$ cat src/rtl/spi_host_state_pkg.sv
// Shared SPI definitions: host/peripheral state encoding, protocol bytes and
// small byte-formatting helpers.
package spi_host_state_pkg;

  typedef enum logic [2:0] {
    ST_IDLE  = 3'd0,
    ST_CMD   = 3'd1,
    ST_ADDR  = 3'd2,
    ST_WDATA = 3'd3,
    ST_POLL  = 3'd4,
    ST_RDATA = 3'd5,
    ST_DONE  = 3'd6
  } spi_state_e;

  localparam logic [7:0]  ACK_BYTE     = 8'h55;
  localparam logic [7:0]  POLL_BYTE    = 8'h00;
  localparam int unsigned CMD_W_BIT    = 7;
  localparam logic [7:0]  CMD_NULL_SUB = 8'h0F;

  // An all-zero command byte is indistinguishable from idle bus traffic,
  // so a read with no byte lanes is sent as 0x0F instead.
  function automatic logic [7:0] cmd_byte(input logic we, input logic [3:0] sel);
    logic [7:0] b;
    b            = '0;
    b[CMD_W_BIT] = we;
    b[3:0]       = sel;
    return (b == '0) ? CMD_NULL_SUB : b;
  endfunction

  function automatic logic [7:0] word_byte(input logic [31:0] w, input logic [1:0] idx);
    logic [7:0] b;
    case (idx)
      2'd0:    b = w[31:24];
      2'd1:    b = w[23:16];
      2'd2:    b = w[15:8];
      default: b = w[7:0];
    endcase
    return b;
  endfunction

endpackage

$ cat src/rtl/spi_host_state.sv
// Wishbone responder that turns one register access into an SPI byte
// transaction (command, address, data, busy-poll) with one byte in flight.
module spi_host_state
  import spi_host_state_pkg::*;
#(
  parameter int unsigned POLL_MAX = 255
) (
  input  logic        clk,
  input  logic        rst_n,
  input  logic        wb_stb,
  input  logic        wb_we,
  input  logic [7:0]  wb_adr,
  input  logic [3:0]  wb_sel,
  input  logic [31:0] wb_dat_i,
  output logic [31:0] wb_dat_o,
  output logic        wb_stall,
  output logic        wb_ack,
  output logic        wb_err,
  output logic        spi_cs_n,
  output logic [7:0]  spi_tx_data,
  output logic        spi_tx_stb,
  input  logic [7:0]  spi_rx_data,
  input  logic        spi_rx_stb
);

  localparam int unsigned PW = $clog2(POLL_MAX + 1);
  localparam logic [PW-1:0] PCNT_MAX = PW'(POLL_MAX);

  spi_state_e    state_q, state_d;
  logic          pend_q, pend_d;
  logic          we_q, we_d;
  logic [7:0]    adr_q, adr_d;
  logic [31:0]   dat_q, dat_d;
  logic          err_q, err_d;
  logic [1:0]    bcnt_q, bcnt_d;
  logic [PW-1:0] pcnt_q, pcnt_d;
  logic [31:0]   rdata_q, rdata_d;
  logic [31:0]   dat_o_q, dat_o_d;
  logic          tx_stb_q, tx_stb_d;
  logic [7:0]    tx_data_q, tx_data_d;
  logic          rx_ok;

  assign rx_ok = spi_rx_stb & pend_q;

  // Each response both retires the outstanding byte and, in the same edge,
  // issues the next one, so pend_q is only low in IDLE and DONE.
  always_comb begin
    state_d   = state_q;
    pend_d    = pend_q;
    we_d      = we_q;
    adr_d     = adr_q;
    dat_d     = dat_q;
    err_d     = err_q;
    bcnt_d    = bcnt_q;
    pcnt_d    = pcnt_q;
    rdata_d   = rdata_q;
    dat_o_d   = dat_o_q;
    tx_stb_d  = 1'b0;
    tx_data_d = tx_data_q;
    case (state_q)
      ST_IDLE: if (wb_stb) begin
        we_d      = wb_we;
        adr_d     = wb_adr;
        dat_d     = wb_dat_i;
        err_d     = 1'b0;
        state_d   = ST_CMD;
        tx_stb_d  = 1'b1;
        tx_data_d = cmd_byte(wb_we, wb_sel);
      end
      ST_CMD: if (rx_ok) begin
        state_d   = ST_ADDR;
        tx_stb_d  = 1'b1;
        tx_data_d = adr_q;
      end
      ST_ADDR: if (rx_ok) begin
        tx_stb_d = 1'b1;
        if (we_q) begin
          state_d   = ST_WDATA;
          tx_data_d = word_byte(dat_q, 2'd0);
        end else begin
          state_d   = ST_POLL;
          tx_data_d = POLL_BYTE;
          pcnt_d    = PW'(1);
        end
      end
      ST_WDATA: if (rx_ok) begin
        tx_stb_d = 1'b1;
        bcnt_d   = bcnt_q + 2'd1;
        if (bcnt_q == 2'd3) begin
          state_d   = ST_POLL;
          tx_data_d = POLL_BYTE;
          pcnt_d    = PW'(1);
        end else begin
          tx_data_d = word_byte(dat_q, bcnt_q + 2'd1);
        end
      end
      ST_POLL: if (rx_ok) begin
        if (spi_rx_data == ACK_BYTE) begin
          pcnt_d = '0;
          if (we_q) begin
            state_d = ST_DONE;
          end else begin
            state_d   = ST_RDATA;
            tx_stb_d  = 1'b1;
            tx_data_d = POLL_BYTE;
          end
        end else if (pcnt_q == PCNT_MAX) begin
          pcnt_d  = '0;
          err_d   = 1'b1;
          state_d = ST_DONE;
        end else begin
          pcnt_d    = pcnt_q + PW'(1);
          tx_stb_d  = 1'b1;
          tx_data_d = POLL_BYTE;
        end
      end
      ST_RDATA: if (rx_ok) begin
        rdata_d = {rdata_q[23:0], spi_rx_data};
        bcnt_d  = bcnt_q + 2'd1;
        if (bcnt_q == 2'd3) begin
          dat_o_d = {rdata_q[23:0], spi_rx_data};
          state_d = ST_DONE;
        end else begin
          tx_stb_d  = 1'b1;
          tx_data_d = POLL_BYTE;
        end
      end
      ST_DONE: state_d = ST_IDLE;
      default: state_d = ST_IDLE;
    endcase
    if (tx_stb_d)   pend_d = 1'b1;
    else if (rx_ok) pend_d = 1'b0;
  end

  always_ff @(posedge clk or negedge rst_n) begin
    if (!rst_n) begin
      state_q   <= ST_IDLE;
      pend_q    <= 1'b0;
      we_q      <= 1'b0;
      adr_q     <= '0;
      dat_q     <= '0;
      err_q     <= 1'b0;
      bcnt_q    <= '0;
      pcnt_q    <= '0;
      rdata_q   <= '0;
      dat_o_q   <= '0;
      tx_stb_q  <= 1'b0;
      tx_data_q <= '0;
    end else begin
      state_q   <= state_d;
      pend_q    <= pend_d;
      we_q      <= we_d;
      adr_q     <= adr_d;
      dat_q     <= dat_d;
      err_q     <= err_d;
      bcnt_q    <= bcnt_d;
      pcnt_q    <= pcnt_d;
      rdata_q   <= rdata_d;
      dat_o_q   <= dat_o_d;
      tx_stb_q  <= tx_stb_d;
      tx_data_q <= tx_data_d;
    end
  end

  assign wb_stall    = (state_q != ST_IDLE) | ~rst_n;
  assign wb_ack      = (state_q == ST_DONE) & ~err_q;
  assign wb_err      = (state_q == ST_DONE) & err_q;
  assign spi_cs_n    = (state_q == ST_IDLE) | (state_q == ST_DONE);
  assign wb_dat_o    = dat_o_q;
  assign spi_tx_data = tx_data_q;
  assign spi_tx_stb  = tx_stb_q;

endmodule

$ cat config.mk
export PLATFORM = sky130hd
export DESIGN_NAME = spi_host_state
export DESIGN_NICKNAME = d
export VERILOG_FILES = /design/src/rtl/spi_host_state_pkg.sv /design/src/rtl/spi_host_state.sv
export SDC_FILE = /design/constraint.sdc
export NUM_CORES = 1
export LEC_CHECK = 0
export ABC_AREA = 1
export BUFFER_PORTS_ARGS = -buffer_cell sky130_fd_sc_hd__buf_2
export CORE_MARGIN = 4
export CORE_UTILIZATION = 55
export CTS_CLUSTER_DIAMETER = 150
export CTS_CLUSTER_SIZE = 14
export DETAILED_ROUTE_END_ITERATION = 10
export PLACE_DENSITY = 0.81
export SLEW_MARGIN = 20
export SYNTH_ARGS = -nofsm -noshare
export SYNTH_HDL_FRONTEND = slang
export SYNTH_SLANG_ARGS = --single-unit
$ cat constraint.sdc
create_clock -name clk -period 2.2 [get_ports clk]
set_clock_uncertainty 0.1 [all_clocks]
set_input_delay 0.33 -clock clk [delete_from_list [all_inputs] [get_ports clk]]
set_output_delay 0.33 -clock clk [all_outputs]
set_load 0.1 [all_outputs]
==> impl_metrics.ini <==
[synth]
synth.top_cell.area_share_pct = 53.4
synthTopCellsByArea = dfrtp_1 53%, nand2_1 18%, o21ai_0 4.9%, nand3_1 4.4%, inv_1 4.3%
yosys_register_bits = 121
post-synth-top-area-cell = dfrtp_1
yosys_most_used_dff = dfrtp_1
async_flop_share_pct = 100
syn_area_per_cell_um2 = 7.96
syn_inst = 713
synth_most_common_cell = nand2_1
yosys-top-cells-count = 271 x nand2_1, 121 x dfrtp_1, 65 x inv_1
synth_edf_count = 0
netlist_area_um2 = 5670
ys_types = 29
syn-num-nets = 776
seq_area_frac_synth_pct = 53.4
ys_warn_count = 0

[clock_tree]
cts_sinks = 121
clk_latency_ns = 0.54
clk_root_buffer_cell = clkbuf_8
htree_levels = 4
cts_buffers = 17
cts_tree = built
clk_pin_slew_ns = 0.06
clockBufferDepth = 2

[timing]
fmax_ghz = 0.476
finalSetupTns_ns = 0
maxSlewViolCount = 0
fin_ws_ns = 0.101
hold_viol = 0
slew_headroom_pct = 54.1
setup_viol = 0
fin_crit_sh_pct = 95.4
rsz0062_at_grt = no
worst_slew_pin_slew_ns = 0.683
period_needed_ns = 2.10

[finish]
syn2layout_area_growth_pct = 30.4
final_net_count = 932
fin_area_um2 = 7400
fill_cells = 716
drive_above_1_share_pct = 19.0

[place]
place_congestion = 0.949
dp_worst_setup_slack_ns = 0.293
hpwlAfterDp_mm = 9.73
placed_area_um2 = 6300
io_buffer_count = 101

[drt]
vias = 5389
dr.pass1.iters = 5
viasPerCell = 5.30
wl_mm = 15.6
route.detailed.wl_per_inst_um = 15.4
drc = 0
ant_nets = 0
drtIter0Drc = 437

[critical_path]
startpoint_type = flip-flop
critPathKind = flip-flop to output port
critical_path.top_delay_family = flip-flops
crit_required_ns = 1.77
end_kind = output port
crit_fanout = 5
cp_cell_sequence = inv_4 > nand2_2 > nor2_2 > inv_1 > nand2_1 > buf_12
critPathSlowestCell = dfrtp_2
timing.critical_path.buf_inv = 3
critPathMaxStageDelay_ns = 0.45
critPathArrivalTime_ns = 1.67

[die]
die_area_um2 = 12000
dieWidth_um = 110
core_area_um2 = 9910
core.rowCount = 36
pin_count = 102
start_util_pct = 57.2
dieHeight_um = 110

[run_status]
status = completed

[pwr]
p_leak_nw = 3.99
powerDensity_nw_per_um2 = 1640
power_mw = 12.1
p_clk_share_pct = 20.5
irDropWorstVdd_mv = 1.32
p_sw_mw = 6.17
intPower_mw = 5.94
combPwrFrac_pct = 48.7
switching_share_pct = 50.9
power_frac_seq_pct = 30.7

[global_route]
grt_max_degree = 122
grt_pass1_vias = 5389
antenna_found_initial = 0
track_usage_pct = 28.2
grt_pass1_wl_mm = 26.0
grt-ovfl-total = 0

[job]
drv_cap = 0

[hold_path]
hp-class = primary input to flip-flop
[flip-flops by register name, indices dropped and copies added, names as in the netlist, 2 cells and up]
signal	count
dat_q	32
wb_dat_o	32
rdata_q	24
adr_q	8
pcnt_q	8
spi_tx_data	8
state_q	3
bcnt_q	2
[final timing paths]
check                            start              to  slack [ns]  depth (start not counted)
min in group asynchronous        rst_n      state_q[1]        0.43                          3
min                          wb_sel[0]  spi_tx_data[0]        0.19                          7
max in group asynchronous        rst_n     wb_dat_o[9]        1.11                          3
max                         state_q[0]        spi_cs_n        0.10                          6
max reg2reg                  pcnt_q[0]  spi_tx_data[1]        0.23                          9
min reg2reg                rdata_q[20]    wb_dat_o[28]        0.37                          2
[layout by cell type, fill, tap and decap left out, drive strengths merged]
master / synthesis / final
inv: 68 / 72
ha: 6 / 6
a21boi: 1 / 1
or2: 1 / 1
nand4: 1 / 1
nand3b: 1 / 1
o21bai: 1 / 1
clkinv: 0 / 8
nor3: 5 / 5
dfrtp: 121 / 121
xor2: 2 / 2
nand2: 275 / 275
nand3: 52 / 52
o21ai: 58 / 58
a21oi: 35 / 35
dlygate4sd3: 0 / 51
nor2: 58 / 58
clkinvlp: 0 / 3
clkbuf: 10 / 17
diode: 0 / 1
buf: 18 / 114
[tightest hold or removal path, delay by kind of cell]
kind                   cells  cell delay, ns
buffers and inverters      2            0.14
AND/OR/NAND/NOR            5            0.33
[per-layer routing]
metal | wire, µm | track usage (%)
met3 | 1180 | 7.11
met4 | 377 | 10.8
met2 | 7880 | 46.8
met1 | 6190 | 35.7
met5 | 0 | 0
[cell families (layout without fill, tap and decap cells)]
| logic type | Yosys count | after routing | share of synthesized area, % |
|---|---|---|---|
| AOI/OAI and AO/OA | 95 | 95 | 8.47 |
| xor gates and xnor gates | 2 | 2 | 0.309 |
| adders and majority gates | 6 | 6 | 1.32 |
| buffers and inverters | 96 | 265 | 7.32 |
| DFF | 121 | 121 | 53.4 |
| other | 0 | 1 | 0 |
| and+or+nand+nor | 393 | 393 | 29.2 |
[area by class of cell]
| cell class | count | area [µm²] | area share [%] |
|---|---|---|---|
| antenna | 1 | 2.50 | 0.0338 |
| inverter | 68 | 258 | 3.48 |
| sequential | 121 | 3030 | 41.0 |
| clock inverter | 15 | 120 | 1.62 |
| timing repair buffer | 165 | 1170 | 15.9 |
| clock buffer | 17 | 414 | 5.60 |
| multi-input combinational | 496 | 2230 | 30.2 |
| tap | 133 | 166 | 2.25 |
[what timing repair did]
action	4_1_cts	5_1_grt
buffers inserted	0	3
pin swaps	0	0
hold endpoints to repair	177	0
endpoints found under the setup margin	4	3
hold buffers	51	0
gates cloned	0	0
gates resized for setup	5	3
[per-stage QoR]
stage	utilization (%)	cells	hold WS, ns
6_report	74.6	1016	0.194
5_1_grt	74.6	1015	0.226
4_1_cts	74.3	1012	0.177
3_5_place_dp	63.6	929	0.362
3_3_place_gp	63.6	929	0.354
2_1_floorplan	-	713	-0.0656
[power by group through the flow]
stage | logic [mW] | registers [mW] | clock network (mW)
3_3_place_gp | 5.54 | 3.69 | 0
3_5_place_dp | 5.64 | 3.73 | 0
2_1_floorplan | 2.56 | 5.59 | 0
6_report | 5.90 | 3.72 | 2.49
5_1_grt | 6.38 | 3.82 | 2.63
4_1_cts | 5.80 | 3.72 | 2.50
Note: power is estimated with default switching activity, not from simulation.
